`src/rtl/clk_div_bank.sv`:
```
// clk_div_bank: NCH independent programmable clock dividers off the 50 MHz clock.
// Each channel emits a one-cycle tick and a square wave at clk / divisor.
// A written divisor is staged in pend and becomes active only at a period
// boundary (wrap or sync), so outputs never show a runt period.
// A divisor below 2 parks the channel with its outputs held low.
module clk_div_bank #(
  parameter int          NCH         = 5,
  parameter int          CNT_W       = 32,
  parameter int          CH_W        = 3,
  parameter int unsigned DEFAULT_DIV = 50000
) (
  input  logic             clk_50MHz,
  input  logic             rst,
  input  logic [NCH-1:0]   en,
  input  logic             sync,
  input  logic             wr_en,
  input  logic [CH_W-1:0]  wr_ch,
  input  logic [CNT_W-1:0] wr_div,
  output logic [NCH-1:0]   tick,
  output logic [NCH-1:0]   sq
);

  localparam logic [CNT_W-1:0] DIV_RST = CNT_W'(DEFAULT_DIV);

  logic [CNT_W-1:0] pend     [NCH];
  logic [CNT_W-1:0] act      [NCH];
  logic [CNT_W-1:0] cnt      [NCH];
  logic [CNT_W-1:0] cnt_next [NCH];
  logic [NCH-1:0]   run;
  logic [NCH-1:0]   wrap;

  // Per-channel run qualification, period-end detect and next count value.
  always_comb begin
    // NOTE: every signal gets a default at the top so no path leaves it unassigned (no latch).
    run  = '0;
    wrap = '0;
    for (int i = 0; i < NCH; i++) begin
      run[i]      = en[i] && (act[i] >= CNT_W'(2));
      wrap[i]     = (cnt[i] == act[i] - CNT_W'(1));
      cnt_next[i] = (sync || wrap[i]) ? '0 : cnt[i] + CNT_W'(1);
    end
  end

  // Divisor write port; writes to a channel number >= NCH match no channel and are dropped.
  always_ff @(posedge clk_50MHz or negedge rst) begin
    if (!rst) begin
      // NOTE: this small register file is reset because the reset divisor is part of the
      // defined behaviour; a large data memory would normally be left unreset.
      for (int i = 0; i < NCH; i++) pend[i] <= DIV_RST;
    end else if (wr_en) begin
      for (int i = 0; i < NCH; i++) begin
        if (wr_ch == CH_W'(i)) pend[i] <= wr_div;
      end
    end
  end

  // Channel counters, active divisor and registered outputs.
  always_ff @(posedge clk_50MHz or negedge rst) begin
    if (!rst) begin
      for (int i = 0; i < NCH; i++) begin
        act[i] <= DIV_RST;
        cnt[i] <= '0;
      end
      tick <= '0;
      sq   <= '0;
    end else begin
      for (int i = 0; i < NCH; i++) begin
        if (!run[i]) begin
          // Idle or stopped: keep tracking pend so a valid divisor starts the channel.
          // NOTE: non-blocking assignments here mean act picks up the pre-write pend
          // when a write lands on the same edge.
          act[i]  <= pend[i];
          cnt[i]  <= '0;
          tick[i] <= 1'b0;
          sq[i]   <= 1'b0;
        end else begin
          cnt[i]  <= cnt_next[i];
          tick[i] <= wrap[i] && !sync;
          sq[i]   <= (cnt_next[i] < (act[i] >> 1));
          if (wrap[i] || sync) act[i] <= pend[i];
        end
      end
    end
  end

endmodule

```
`config.mk`:
```
export PLATFORM = sky130hd
export DESIGN_NAME = clk_div_bank
export DESIGN_NICKNAME = d
export VERILOG_FILES = /design/src/rtl/clk_div_bank.sv
export SDC_FILE = /design/constraint.sdc
export NUM_CORES = 1
export LEC_CHECK = 0
export CAP_MARGIN = 20
export CORE_MARGIN = 1.5
export CORE_UTILIZATION = 55
export CTS_BUF_LIST = sky130_fd_sc_hd__clkbuf_16
export DETAILED_ROUTE_END_ITERATION = 10
export DONT_BUFFER_PORTS = 1
export PLACE_DENSITY = 0.69
export SETUP_SLACK_MARGIN = 0.15
export SYNTH_ARGS = -nofsm -noshare
export SYNTH_HDL_FRONTEND = slang
export SYNTH_SLANG_ARGS = --single-unit
```
`constraint.sdc`:
```
create_clock -name clk_50MHz -period 5 [get_ports clk_50MHz]
set_clock_uncertainty 0.2 [all_clocks]
set_input_delay 0.5 -clock clk_50MHz [delete_from_list [all_inputs] [get_ports clk_50MHz]]
set_output_delay 0.5 -clock clk_50MHz [all_outputs]
set_load 0.05 [all_outputs]
```
; Word level (Yosys, flattened, before mapping)
; Index checks and enable logic that the tools add are counted.
[word_totals]
input_bits = 44
register_bits = 490
output_inout_bits = 10
elab_cells = 103
[classes]
addsub = 10
n_lt_le_gt_ge = 10
n_mux = 30
n_eq_ne = 14
n_reduce_logical = 22
[op_table]
columns = operator, n
row1 = two-way mux 32 bit, 20
row2 = "adder 32 x 1 -> 32 bit, second input constant", 5
row3 = equality test 32 bit, 5
row4 = "greater-or-equal comparator 32 x 2 -> 1 bit, second input constant", 5
row5 = less-than comparator 32 x 31 -> 1 bit, 5
row6 = "subtractor 32 x 1 -> 32 bit, second input constant", 5
row7 = logical AND 1 bit, 10
row8 = two-way mux 1 bit, 10
row9 = "inequality test 2 x 1 -> 1 bit, second input constant", 5
row10 = AND reduction 2 bit, 5
row11 = "equality test 3 x 2 -> 1 bit, second input constant", 2
row12 = logical OR 1 bit, 5
row13 = "equality test 3 x 1 -> 1 bit, second input constant", 1
row14 = "equality test 3 bit, second input constant", 1
row15 = zero test 3 bit, 1
row16 = zero test 1 bit, 1

; Logic depth before layout (Yosys ltp)
[logic_depth]
word_depth = 6
depth_mapped = 21

; Worst setup path after synthesis
; OpenSTA, ideal clock, no wires.
[synth_path]
path_type = register to register
start = reg act[72] in the netlist's numbering
end = reg sq[2]
setup_slack_ns = -0.251
t_arrival_ns = 4.916
path_buffers = 4
stages_incl_launch_ff = 21
setup_time_ns = 0.135
cell_sequence = dfstp_2 > buf_2 > nor4_1 > nand4_1 > clkbuf_1 > nor4_1 > mux2i_1 > mux2i_1 > a221o_1 > nor3_1 > clkbuf_1 > buf_2 > nor3_1 > ha_1 > nand3_1 > or2_2 > or3_1 > nor3_1 > o211ai_1 > o21ai_0 > a2111oi_0
[synth_between]
elab_chain_cells = 6
word_cells_on_any_way = 8
classes_between = 1 x add/sub / 2 x order compare / 1 x eq/ne / 2 x mux / 2 x reduce/logical
[synth_lines]
columns = item, line
row1 = start: declaration, 26  ; logic [CNT_W-1:0] act [NCH];
row2 = start signal: indexed assignment, 72  ; act[i] <= pend[i];
row3 = start signal: indexed assignment, 80  ; if (wrap[i] || sync) act[i] <= pend[i];
row4 = subtractor 32 x 1 -> 32 bit, 39  ; wrap[i] = (cnt[i] == act[i] - CNT_W'(1));
row5 = equality test 32 bit, 39
row6 = logical OR 1 bit, 40  ; cnt_next[i] = (sync || wrap[i]) ? '0 : cnt[i] + CNT_W'(1);
row7 = two-way mux 32 bit, 40
row8 = less-than comparator 32 x 31 -> 1 bit, 79  ; sq[i] <= (cnt_next[i] < (act[i] >> 1));
row9 = two-way mux 1 bit *, 68  ; if (!run[i]) begin
row10 = end signal: indexed assignment, 79
row11 = end: declaration, 20  ; output logic [NCH-1:0] sq
; Every way passes the cells marked *; elsewhere a longest branch is shown, timed or not.
; A chain may end at the register's enable or synchronous reset.

; Worst setup path after layout
[layout_path]
start = reg act[118] in the netlist's numbering
end = reg sq[1]
; Same word-level chain as after synthesis.

==> impl_metrics.toml <==
[floorplan]
rows = 86
core_um2 = 54990
die_x_um = 238.8
io_pins = 54
initial_utilization_pct = 55.60
die_h_um = 238.8
dieArea_um2 = 57010

[clocking]
clock-sinks = 490
numCtsBuffers = 54
cts_tree = "built"
clockRootBuffer = "clkbuf_16"
cts_buffer_depth = 3
h-tree-depth = 2
clk_latency_ns = 0.62
path_clk_slew_ns = 0.06
cts_hold_buffers = 37

[synthesis]
yosysTopAreaCellShare_pct = 35.20
synth_most_common_cell = "dfrtp_1"
synth-xor-area-share_pct = 9.986
synthTopCellsByArea = "dfrtp_1 35%, mux2_2 9.9%, ha_1 6.8%"
yosysTopAreaCell = "dfrtp_1"
syn_nets = 3317
yosys-top-cells-count = "430 x dfrtp_1, 336 x nor2_1, 270 x mux2_2"
ys_ff_latch = 490
ys_seq_area_share_pct = 40.35
synth_top_family_by_area = "simple AND/OR/NAND/NOR gates"
synth-adder-area-share_pct = 6.785
synth_area_um2 = 30570
async_reset_ff_share_pct = 100.0
muxShareOfSynthArea_pct = 12.56
synth_edf_count = 0
synth-compound-area-share_pct = 6.798
synth_cell_types = 80
yosys.area_share.simple_pct = 19.37
ys.warnings.count = 0
synthFlopType = "dfrtp_1"
synthCells = 3108
postSynthAreaPerCell_um2 = 9.837

[run_status]
status = "complete, but fails checks"
violations = "negative hold slack, max-slew violations"

[pwr]
vdd_ir_drop_max_mv = 0.2964
p_per_area_nw_per_um2 = 366.3
totalPowerFinal_w = 0.01311
p_leak_nw = 15.53

[worst_setup_path]
rr_worst_depth = 18
r2r_end = "sq[1]$_DFF_PN0_"
critPathCaptureType = "register"
worstSetupPathType = "register to register"
required_ns = 5.31
crit_fanout = 7
reg2reg_from = "act[118]$_DFFE_PN0P_"
r2r_slack_ns = 0.03
critPathArrivalTime_ns = 5.27
cp-start-kind = "register"

[routing]
vias_per_cell = 6.063
ant_nets = 0
drc = 0
vias = 24852
firstDrtPassIters = 5
wirelength_um = 87770
wl_per_cell_um = 21.41
drt-initial-drc-count = 2003

[timing]
setup_tns_ns = 0
drv_slew = 430
hold_viol = 306
rsz0062_at_grt = "yes"
hold_slack_ns = -0.5877
clock.fmax_mhz = 201.4
worstMarginPinSlew_ns = 2.869
finalCritPeriodShare_pct = 99.31
finalSetupViolations = 0
fin_crit_ns = 4.965
max_slew_margin_pct = -91.28

[final_layout]
fillCellCount = 4401
fin_area_um2 = 35780
nets = 3512
drive_gt1_share_pct = 23.18
syn_to_final_growth_pct = 17.02

[global_routing]
grt_pass1_vias = 24371
overflow = 0
grt_usage_pct = 30.79
antenna_found_initial = 10
grt_max_degree = 491
grt_pass1_wl_um = 138100

[placed_design]
numPortBuffers = 0
hpwl_um = 63980
place.gp.congestion = 0.9739
placed_area_um2 = 32610

[job]
drv_cap = 0

[min_path]
hp-class = "input pin to async pin"
[where the power goes]
part | total, W | internal (W) | switching, W
clock network | 0.00414 | 0.00239 | 0.00174
registers | 0.00533 | 0.00468 | 0.000653
logic | 0.00364 | 0.00169 | 0.00195
total | 0.0131 | 0.00877 | 0.00434
[cell type report]
type | count | area (um^2) | area share [%]
Multi-Input combinational cell | 2308 | 17770 | 49.67
Sequential cell | 490 | 12340 | 34.50
Timing Repair Buffer | 267 | 2211 | 6.179
Clock buffer | 54 | 1351 | 3.777
Tap cell | 748 | 935.9 | 2.616
Inverter | 182 | 683.2 | 1.909
Clock inverter | 47 | 475.5 | 1.329
Antenna cell | 3 | 7.507 | 0.02098
[metal layers]
layer  share of wire, %  GRT usage [%]
met2                 46          48.35
met3                6.1          4.515
met5              0.049              0
met1                 44          42.96
met4                4.1          12.08
[layout by cell type (no fill, tap or decap), types with 24 or more instances in the layout]
master,Yosys,final
nand3_1,103,101
and4_1,26,26
or3_1,28,24
nor2b_1,29,28
mux2_2,270,269
nand4_1,105,105
xor2_1,164,164
xnor2_1,182,182
dlygate4sd3_1,0,37
inv_1,182,191
nor4_1,61,41
dfstp_2,60,60
clkbuf_16,0,54
ha_1,165,156
nor3_1,167,150
o21ai_0,54,44
nand2_1,133,133
buf_4,6,218
a21oi_1,75,72
mux2_1,54,54
dfrtp_1,430,425
nor2_1,336,323
a21o_1,32,32
and3_1,51,50
[what timing repair did]
action,in CTS,in global routing
buffers inserted,9,22
endpoints found under the hold margin,658,490
setup endpoints to repair,5,5
gates resized for setup,42,101
cloned,2,0
pin swaps,14,42
[stage by stage]
stage,worst slack [ns],std cells,utilization (%)
2_1_floorplan,0.1286,3108,-
3_3_place_gp,-0.07244,3925,59.31
3_5_place_dp,-0.1449,3925,59.31
4_1_cts,0.007556,4074,63.84
5_1_grt,-0.1438,4097,65.06
6_report,0.03466,4099,65.07
[worst max-delay path, stage by stage (launching register included)]
cell and delay (ns):
dfrtp_1 0.38, or4_4 0.55, or3_4 0.35, or4_4 0.42
o211ai_1 0.09, o211ai_1 0.11, a221o_1 0.43, o31ai_4 0.27
buf_6 0.17, buf_16 0.13, buf_12 0.12, nor2_4 0.04
ha_4 0.27, nand4_1 0.16, a211oi_2 0.35, a2111oi_4 0.10
nor2b_2 0.17, o41a_1 0.31, o2111a_1 0.23
[kinds of logic after synthesis]
| family | Yosys count |
|---|---|
| flops | 490 |
| buf+inv | 311 |
| compound gates | 302 |
| simple gates | 1149 |
| mux | 343 |
| fa+ha+maj | 166 |
| xor+xnor | 347 |
[how the worst max path moves through the flow]
stage / startpoint / endpoint / depth (start not counted)
floorplan: act[72]$_DFFE_PN1P_ / sq[2]$_DFF_PN0_ / 20
finish: act[118]$_DFFE_PN0P_ / sq[1]$_DFF_PN0_ / 18
global placement: act[118]$_DFFE_PN0P_ / sq[1]$_DFF_PN0_ / 18
detailed placement: act[0]$_DFFE_PN0P_ / sq[4]$_DFF_PN0_ / 20
CTS: act[117]$_DFFE_PN0P_ / sq[1]$_DFF_PN0_ / 18
global route: act[118]$_DFFE_PN0P_ / sq[1]$_DFF_PN0_ / 18
[state kept, by name, summed over array words and instances (netlist names)]
register and flops:
act 160, cnt 160, pend 160, sq 5, tick 5
Note: power is estimated with default switching activity, not from simulation.
